[config.mk]
export PLATFORM = sky130hd
export DESIGN_NAME = phase_sequencer_flat
export DESIGN_NICKNAME = d
export VERILOG_FILES = /design/src/rtl/phase_sequencer_if.sv /design/src/rtl/phase_sequencer.sv /design/src/flat_wrapper.sv
export SDC_FILE = /design/constraint.sdc
export NUM_CORES = 1
export LEC_CHECK = 0
export ABC_CLOCK_PERIOD_IN_PS = 3800
export CORE_MARGIN = 4
export CORE_UTILIZATION = 45
export CTS_CLUSTER_DIAMETER = 100
export CTS_CLUSTER_SIZE = 12
export DETAILED_ROUTE_END_ITERATION = 8
export PLACE_DENSITY_LB_ADDON = 0.12
export SYNTH_ARGS = -nofsm -noshare
export SYNTH_HDL_FRONTEND = slang
export SYNTH_SLANG_ARGS = --single-unit
[constraint.sdc]
create_clock -name C_IN -period 3.8 [get_ports C_IN]
set_input_delay 0.76 -clock C_IN [delete_from_list [all_inputs] [get_ports C_IN]]
set_output_delay 0.76 -clock C_IN [all_outputs]
set_load 0.05 [all_outputs]
[src/rtl/phase_sequencer_if.sv]
// Control and status bundle for the N-phase sequencer.
// The master side (controller) sets mode, direction, rate and step requests.
// The slave side (sequencer) returns the phase drive and step/wrap status.
interface phase_sequencer_if #(
  parameter int N_PHASE = 4,
  parameter int DIV_W   = 8,
  parameter int IDX_W   = $clog2(2 * N_PHASE)
);
  logic               EN;
  logic               DIR;
  logic [1:0]         MODE;
  logic [DIV_W-1:0]   DIV;
  logic               STEP_ONCE;
  logic [N_PHASE-1:0] PHASE;
  logic [IDX_W-1:0]   STEP_IDX;
  logic               STEP_TICK;
  logic               WRAP;

  modport master (
    output EN, DIR, MODE, DIV, STEP_ONCE,
    input  PHASE, STEP_IDX, STEP_TICK, WRAP
  );

  modport slave (
    input  EN, DIR, MODE, DIV, STEP_ONCE,
    output PHASE, STEP_IDX, STEP_TICK, WRAP
  );
endinterface

[src/rtl/phase_sequencer.sv]
// N-phase output sequencer for LED chasers and unipolar stepper drivers.
// Position is kept in half-step units (0..2N-1). Wave and full-step modes
// move two units per step, half-step mode moves one. A prescaler spaces
// free-running steps DIV+1 enabled cycles apart; STEP_ONCE steps manually
// while the prescaler is disabled. All outputs come straight from flops.
module phase_sequencer #(
  parameter int N_PHASE = 4,
  parameter int DIV_W   = 8
) (
  input logic               C_IN,
  input logic               RST,
  phase_sequencer_if.slave  bus
);
  localparam int IDX_W = $clog2(2 * N_PHASE);
  localparam logic [IDX_W:0]     POS_N   = (IDX_W + 1)'(2 * N_PHASE);
  localparam logic [IDX_W-1:0]   K_LAST  = IDX_W'(N_PHASE - 1);
  localparam logic [N_PHASE-1:0] ONE_HOT = N_PHASE'(1);
  localparam logic [1:0]         MODE_WAVE = 2'b00;
  localparam logic [1:0]         MODE_FULL = 2'b01;
  localparam logic [1:0]         MODE_HALF = 2'b10;
  localparam logic [1:0]         MODE_OFF  = 2'b11;

  logic [IDX_W-1:0]   pos_q, pos_d, pos_step;
  logic [DIV_W-1:0]   cnt_q, cnt_d;
  logic [N_PHASE-1:0] phase_q, phase_d;
  logic               tick_q, tick_d;
  logic               wrap_q, wrap_d;
  logic               step;
  logic               mode_off;

  // Next position one step away, modulo 2N. Whole steps first drop to the
  // even position below so a mode switch skips at most one half-step.
  function automatic logic [IDX_W-1:0] next_pos(
    input logic [IDX_W-1:0] p,
    input logic             half,
    input logic             rev
  );
    logic [IDX_W:0] base;
    logic [IDX_W:0] inc;
    logic [IDX_W:0] t;
    base = half ? {1'b0, p} : {1'b0, p[IDX_W-1:1], 1'b0};
    inc  = half ? (IDX_W + 1)'(1) : (IDX_W + 1)'(2);
    if (!rev) begin
      t = base + inc;
      if (t >= POS_N) t = t - POS_N;
    end else begin
      if (base < inc) t = base + POS_N - inc;
      else            t = base - inc;
    end
    return t[IDX_W-1:0];
  endfunction

  // Phase pattern for a position: coil k alone, or coils k and k+1 (wrapping).
  function automatic logic [N_PHASE-1:0] decode(
    input logic [IDX_W-1:0] p,
    input logic [1:0]       m
  );
    logic [IDX_W-1:0]   k;
    logic [IDX_W-1:0]   k_nxt;
    logic [N_PHASE-1:0] lo;
    logic [N_PHASE-1:0] hi;
    logic [N_PHASE-1:0] d;
    k     = p >> 1;
    k_nxt = (k == K_LAST) ? '0 : k + IDX_W'(1);
    lo    = ONE_HOT << k;
    hi    = ONE_HOT << k_nxt;
    case (m)
      MODE_WAVE: d = lo;
      MODE_FULL: d = lo | hi;
      MODE_HALF: d = p[0] ? (lo | hi) : lo;
      default:   d = '0;
    endcase
    return d;
  endfunction

  // Step decision, prescaler, position update and output decode.
  always_comb begin
    mode_off = (bus.MODE == MODE_OFF);
    step     = !mode_off &&
               ((bus.EN && (cnt_q >= bus.DIV)) || (!bus.EN && bus.STEP_ONCE));

    cnt_d = cnt_q;
    if (mode_off)                        cnt_d = '0;
    else if (bus.EN && (cnt_q >= bus.DIV)) cnt_d = '0;
    else if (bus.EN)                     cnt_d = cnt_q + DIV_W'(1);

    pos_step = next_pos(pos_q, bus.MODE == MODE_HALF, bus.DIR);
    pos_d    = step ? pos_step : pos_q;
    wrap_d   = step && (bus.DIR ? (pos_step > pos_q) : (pos_step < pos_q));
    tick_d   = step;
    phase_d  = decode(pos_d, bus.MODE);
  end

  // State and output registers; reset overrides every input.
  always_ff @(posedge C_IN) begin
    if (RST) begin
      pos_q   <= '0;
      cnt_q   <= '0;
      phase_q <= '0;
      tick_q  <= 1'b0;
      wrap_q  <= 1'b0;
    end else begin
      pos_q   <= pos_d;
      cnt_q   <= cnt_d;
      phase_q <= phase_d;
      tick_q  <= tick_d;
      wrap_q  <= wrap_d;
    end
  end

  assign bus.PHASE     = phase_q;
  assign bus.STEP_IDX  = pos_q;
  assign bus.STEP_TICK = tick_q;
  assign bus.WRAP      = wrap_q;
endmodule

[src/flat_wrapper.sv]
// flat-port wrapper written by rule: the top's interface ports become plain ports
module phase_sequencer_flat 
#(
  parameter int N_PHASE = 4,
  parameter int DIV_W   = 8
)
  (C_IN, RST, bus_EN, bus_DIR, bus_MODE, bus_DIV, bus_STEP_ONCE, bus_PHASE, bus_STEP_IDX, bus_STEP_TICK, bus_WRAP);
  phase_sequencer_if #(.N_PHASE(N_PHASE), .DIV_W(DIV_W)) bus_i ();
  input logic C_IN;
  input logic RST;
  input wire logic [$bits(bus_i.EN)-1:0] bus_EN;
  input wire logic [$bits(bus_i.DIR)-1:0] bus_DIR;
  input wire logic [$bits(bus_i.MODE)-1:0] bus_MODE;
  input wire logic [$bits(bus_i.DIV)-1:0] bus_DIV;
  input wire logic [$bits(bus_i.STEP_ONCE)-1:0] bus_STEP_ONCE;
  output wire logic [$bits(bus_i.PHASE)-1:0] bus_PHASE;
  output wire logic [$bits(bus_i.STEP_IDX)-1:0] bus_STEP_IDX;
  output wire logic [$bits(bus_i.STEP_TICK)-1:0] bus_STEP_TICK;
  output wire logic [$bits(bus_i.WRAP)-1:0] bus_WRAP;
  assign bus_i.EN = bus_EN;
  assign bus_i.DIR = bus_DIR;
  assign bus_i.MODE = bus_MODE;
  assign bus_i.DIV = bus_DIV;
  assign bus_i.STEP_ONCE = bus_STEP_ONCE;
  assign bus_PHASE = bus_i.PHASE;
  assign bus_STEP_IDX = bus_i.STEP_IDX;
  assign bus_STEP_TICK = bus_i.STEP_TICK;
  assign bus_WRAP = bus_i.WRAP;
  phase_sequencer #(.N_PHASE(N_PHASE), .DIV_W(DIV_W)) u_core (.C_IN(C_IN), .RST(RST), .bus(bus_i));
endmodule
# Yosys cells after proc, flatten, opt, wreduce, memory -nomap -nowiden
# Cells that the tools add are included.
[word_totals]
regBits = 17
output_inout_bits = 9
word_cells = 43
[op_classes]
addsub = 7
order_cmp = 5
eq_ne = 4
n_shift = 2
n_mux = 10
n_bitwise = 1
reduce_logical = 9
[op_table]
columns = ["operator", "count"]
rows = [
  ["$mux W3", 5],
  ["$pmux W4 S3", 1],
  ["$add A8 B1 Y8 const B", 1],
  ["$ge A8 B8 Y1", 1],
  ["$eq A2 B2 Y1 const B", 3],
  ["$add A3 B2 Y4", 1],
  ["$ge A4 B4 Y1 const B", 1],
  ["$logic_and A1 B1 Y1", 4],
  ["$mux W4", 1],
  ["$or A4 B4 Y4", 1],
  ["$shl A1 B2 Y4 const A", 1],
  ["$shl A1 B3 Y4 const A", 1],
  ["$add A2 B1 Y3 const B", 1],
  ["$add A3 B1 Y3 const B", 1],
  ["$gt A3 B3 Y1", 1],
  ["$lt A3 B2 Y1", 1],
  ["$lt A3 B3 Y1", 1],
  ["$reduce_or A3 Y1", 1],
  ["$sub A3 B1 Y3 const B", 1],
  ["$sub A3 B2 Y3", 1],
  ["$sub A3 B3 Y3", 1],
  ["$eq A2 B1 Y1 const B", 1],
  ["$logic_not A1 Y1", 2],
  ["$logic_not A2 Y1", 1],
  ["other kinds (3)", 4],
]

# Longest topological paths before layout
[depth]
ltp_word = 13
ltp_mapped = 13

# Worst setup path before layout
# Ideal clock, no wire load.
[synth_timing]
path_type = "input to register"
start = "in bus_DIV[1]"
end = "reg u_core.phase_q[0], in the netlist u_core.bus.PHASE[0]"
arrival_ps = 3320
t_required_ps = 3721
slack_ps = 401
stages = 11
cell_sequence = "inv_1 ha_1 or2b_1 a21oi_4 nor3_4 nor3_1 mux2i_1 ha_1 or3b_2 or3b_1 o211ai_1"
[synth_between]
elab_chain_cells = 11
elab_cells_between_ends = 13
classes_between = "add/sub: 1; order compare: 1; eq/ne: 1; shift: 2; mux: 4; bitwise: 1; reduce/logical: 3"
[synth_rtl]
columns = ["element", "line_no", "text"]
rows = [
  ["start, declared", "flat_wrapper.sv:14", "input wire logic [$bits(bus_i.DIV)-1:0] bus_DIV;"],
  ["$ge A8 B8 Y1 *", "phase_sequencer.sv:80", "((bus.EN && (cnt_q >= bus.DIV)) || (!bus.EN && bus.STEP_ONCE));"],
  ["$logic_and A1 B1 Y1 *", "phase_sequencer.sv:80", ""],
  ["$logic_or A1 B1 Y1 *", "phase_sequencer.sv:80", ""],
  ["$logic_and A1 B1 Y1 *", "phase_sequencer.sv:79", "step = !mode_off &&"],
  ["$mux W3 *", "phase_sequencer.sv:88", "pos_d = step ? pos_step : pos_q;"],
  ["$add A2 B1 Y3 / $eq A2 B2 Y1 (equally long branches)", "phase_sequencer.sv:64", "k_nxt = (k == K_LAST) ? '0 : k + IDX_W'(1);"],
  ["$mux W3", "phase_sequencer.sv:64", ""],
  ["$shl A1 B3 Y4", "phase_sequencer.sv:66", "hi = ONE_HOT << k_nxt;"],
  ["$or A4 B4 Y4", "phase_sequencer.sv:69, phase_sequencer.sv:70", ""],
  ["$mux W4", "phase_sequencer.sv:70", "MODE_HALF: d = p[0] ? (lo | hi) : lo;"],
  ["$pmux W4 S3 *", "phase_sequencer.sv:67", "case (m)"],
  ["end signal, assigned", "phase_sequencer.sv:105", "phase_q <= phase_d;"],
  ["end, declared", "phase_sequencer.sv:25", "logic [N_PHASE-1:0] phase_q, phase_d;"],
]
# Every way passes the cells marked *; elsewhere a longest branch is shown, timed or not.
# A chain may end at the register's enable or synchronous reset.

# Worst setup path in the final report
[layout_timing]
start = "in bus_DIV[1]"
end = "reg u_core.phase_q[2], in the netlist u_core.bus.PHASE[2]"
# Same word-level chain as after synthesis.

==> impl_metrics.yaml <==
floorplanning:
  core_area_mm2: 0.00273
  die_x_um: 61.5
  initial_utilization_pct: 47.1
  row_count: 19
  chipHeight_um: 61.5
  die-area_mm2: 0.00378
  pin_count: 24
critical_path:
  cp_max_fo: 5
  path_class: "in2reg"
  startpoint_type: "input port"
  cp_slowest_cell: "clkdlybuf4s50_1"
  arrival_ps: 3760
  cp_data_required_time_ps: 4020
  cp-end-kind: "flop"
  crit_chain: "clkdlybuf4s50_1, inv_1, ha_1, or2b_1, a21oi_4, nor3_4, nor3_1, mux2i_1, buf_4, ha_1, or3b_2, or3b_1, o211ai_1"
  cp_common_cell: "ha_1"
  critPathMaxStageDelay_ps: 460
clock_network:
  htreeDepth: 1
  ctsRootBufferMaster: "clkbuf_4"
  cts_made_buffers: 3
  cts_setup_buffers: 0
  clk_latency_ps: 290
  numClockSinks: 17
  clk_pin_slew_worst_paths_ps: 100
  cts_tree: "built"
  hold_buffers: 0
  clockBufferDepth: 2
  cts_resized: 0
final_layout:
  antenna_cells: 0
  final_common_cell: "clkdlybuf4s50_1"
  drive_above_1_share_pct: 16.6
  final_core_util_pct: 60.8
  mostFrequentLayoutCells: "clkdlybuf4s50_1, inv_1, nor2_1, ha_1, dfxtp_1"
  final_nets: 217
  layout-area-overhead-vs-synth_pct: 29.2
synthesis:
  seq_area_frac_synth_pct: 26.4
  synth_area_per_cell_um2: 8.94
  syn_area_mm2: 0.00129
  ys_types: 41
  mappedNetlistNets: 179
  postSynthCellCount: 144
  yosys_warnings: 0
  synth_seq_cells: 17
power:
  power.leakage_uw: 0.000726
  powerDensity_mw_per_mm2: 282
  power_uw: 468
  peakVddDrop_mv: 0.266
timing:
  max_slew_margin_pct: 66.3
  fin_crit_ps: 3540
  worst_pin_slew_ps: 503
  slew_viol_final: 0
  fin_hold_ws_ps: 541
  setup_viol: 0
  rsz0062_at_grt: "false"
  timing_hold_violations_final: 0
  setup_slack_ps: 261
  fmax_ghz: 0.283
  skew_ps: 5.10
  final.period_utilization_pct: 93.1
  finalSetupTns_ps: 0
placement:
  port_buffers: 23
  gp_congestion: 0.768
  dp_slack_ps: -50.0
  hpwl_um: 2190
global_routing:
  grt_pass1_wl_um: 4430
  antenna_found_initial: 0
  grt_pass1_vias: 1095
  grt_max_degree: 11
  grt_util_all_layers_pct: 15.8
  grt-ovfl-total: 0
drt:
  ant_nets: 0
  drt_wl_total_um: 2530
  wl_met1_um: 1070
  met3RoutedLength_um: 117
  top_layer: "met4"
  drc: 0
  routed-wl-met2_um: 1320
  wl_per_cell_um: 11.9
  vias: 1067
  first_pass_iters: 4
  dr.first_iter.drc_count: 36
  via_per_inst: 5.03
min_path:
  hold_path.class: "reg2reg"
run:
  max-cap-violations: 0
status:
  status: "finished clean"
==> power breakdown <==
group          internal, µW  switching [µW]  total, µW
sequential              187            6.86        194
clock                  39.2            60.0       99.2
combinational          83.5            91.7        175
total                   310             159        468
==> cell type report <==
| cell class | count | area, µm² |
|---|---|---|
| multi-input combinational | 107 | 868 |
| inverter | 18 | 67.6 |
| clock buffer | 3 | 22.5 |
| sequential | 17 | 340 |
| fill | 269 | 1070 |
| timing repair buffer | 35 | 320 |
| tap | 31 | 38.8 |
| clock inverter | 1 | 5.00 |
==> state kept, by name (all words and copies together), names as in the netlist <==
name                  flops
u_core.bus.WRAP           1
u_core.bus.STEP_IDX       3
u_core.cnt_q              8
u_core.bus.PHASE          4
u_core.bus.STEP_TICK      1
==> synth_stat cells (all sizes together) <==
master   count  area, µm²
nand2        4       15.0
o22ai        1       12.5
and3         2       12.5
a311oi       2       17.5
dfxtp       17        340
nor2b        1       6.26
o21ai        4       23.8
a2bb2oi      1       8.76
nand2b       1       6.26
a31oi        2       12.5
or3          4       25.0
ha          18        225
inv         18       67.6
nor3         4       36.3
nor4         1       12.5
or2b         1       7.51
fa           2       40.0
a211oi       1       12.5
o211ai       2       15.0
mux2i        5       50.1
or2          2       12.5
or3b         4       35.0
a21o         2       15.0
xor2         6       52.6
nor2        19       73.8
a21oi        6       41.3
and2b        1       7.51
mux2         1       11.3
nand4        4       25.0
and2         2       12.5
xnor2        4       42.6
buf          2       11.3
==> per-layer routing <==
layer	vias up	GRT usage, %
met5	-	0
li1	568	-
met4	0	3.64
met2	18	28.6
met3	2	4.40
met1	479	18.3
==> stage by stage <==
stage	std cells	instance area [µm²]
after CTS	212	1660
after floorplan	144	1290
final	212	1660
after global routing	212	1660
after detailed placement	208	1640
after global placement	208	1640
==> worst paths after layout <==
| check | from | end | slack, ps | cells after the start |
|---|---|---|---|---|
| max | bus_DIV[1] | u_core.bus.PHASE[2] | 260 | 13 |
| min reg2reg | u_core.cnt_q[7] | u_core.cnt_q[7] | 540 | 2 |
| max reg2reg | u_core.cnt_q[1] | u_core.bus.PHASE[2] | 810 | 11 |
| min | u_core.cnt_q[7] | u_core.cnt_q[7] | 540 | 2 |
==> worst max-delay path, delay by kind of cell <==
kind | cells | cell delay [ps]
AO/OA/AOI/OAI | 2 | 240
adder cells (fa/ha/maj) | 2 | 450
buffers and inverters | 3 | 650
multiplexers | 1 | 230
AND/OR/NAND/NOR | 5 | 1440
==> kinds of logic after synthesis <==
kind of cell,after synthesis,share of synthesized area (%)
simple gates,50,22.4
compound gates,21,12.3
buf+inv,20,6.12
fa+ha+maj,20,20.6
flops,17,26.4
xor+xnor,10,7.39
mux,6,4.76
Note: power is estimated with default switching activity, not from simulation.
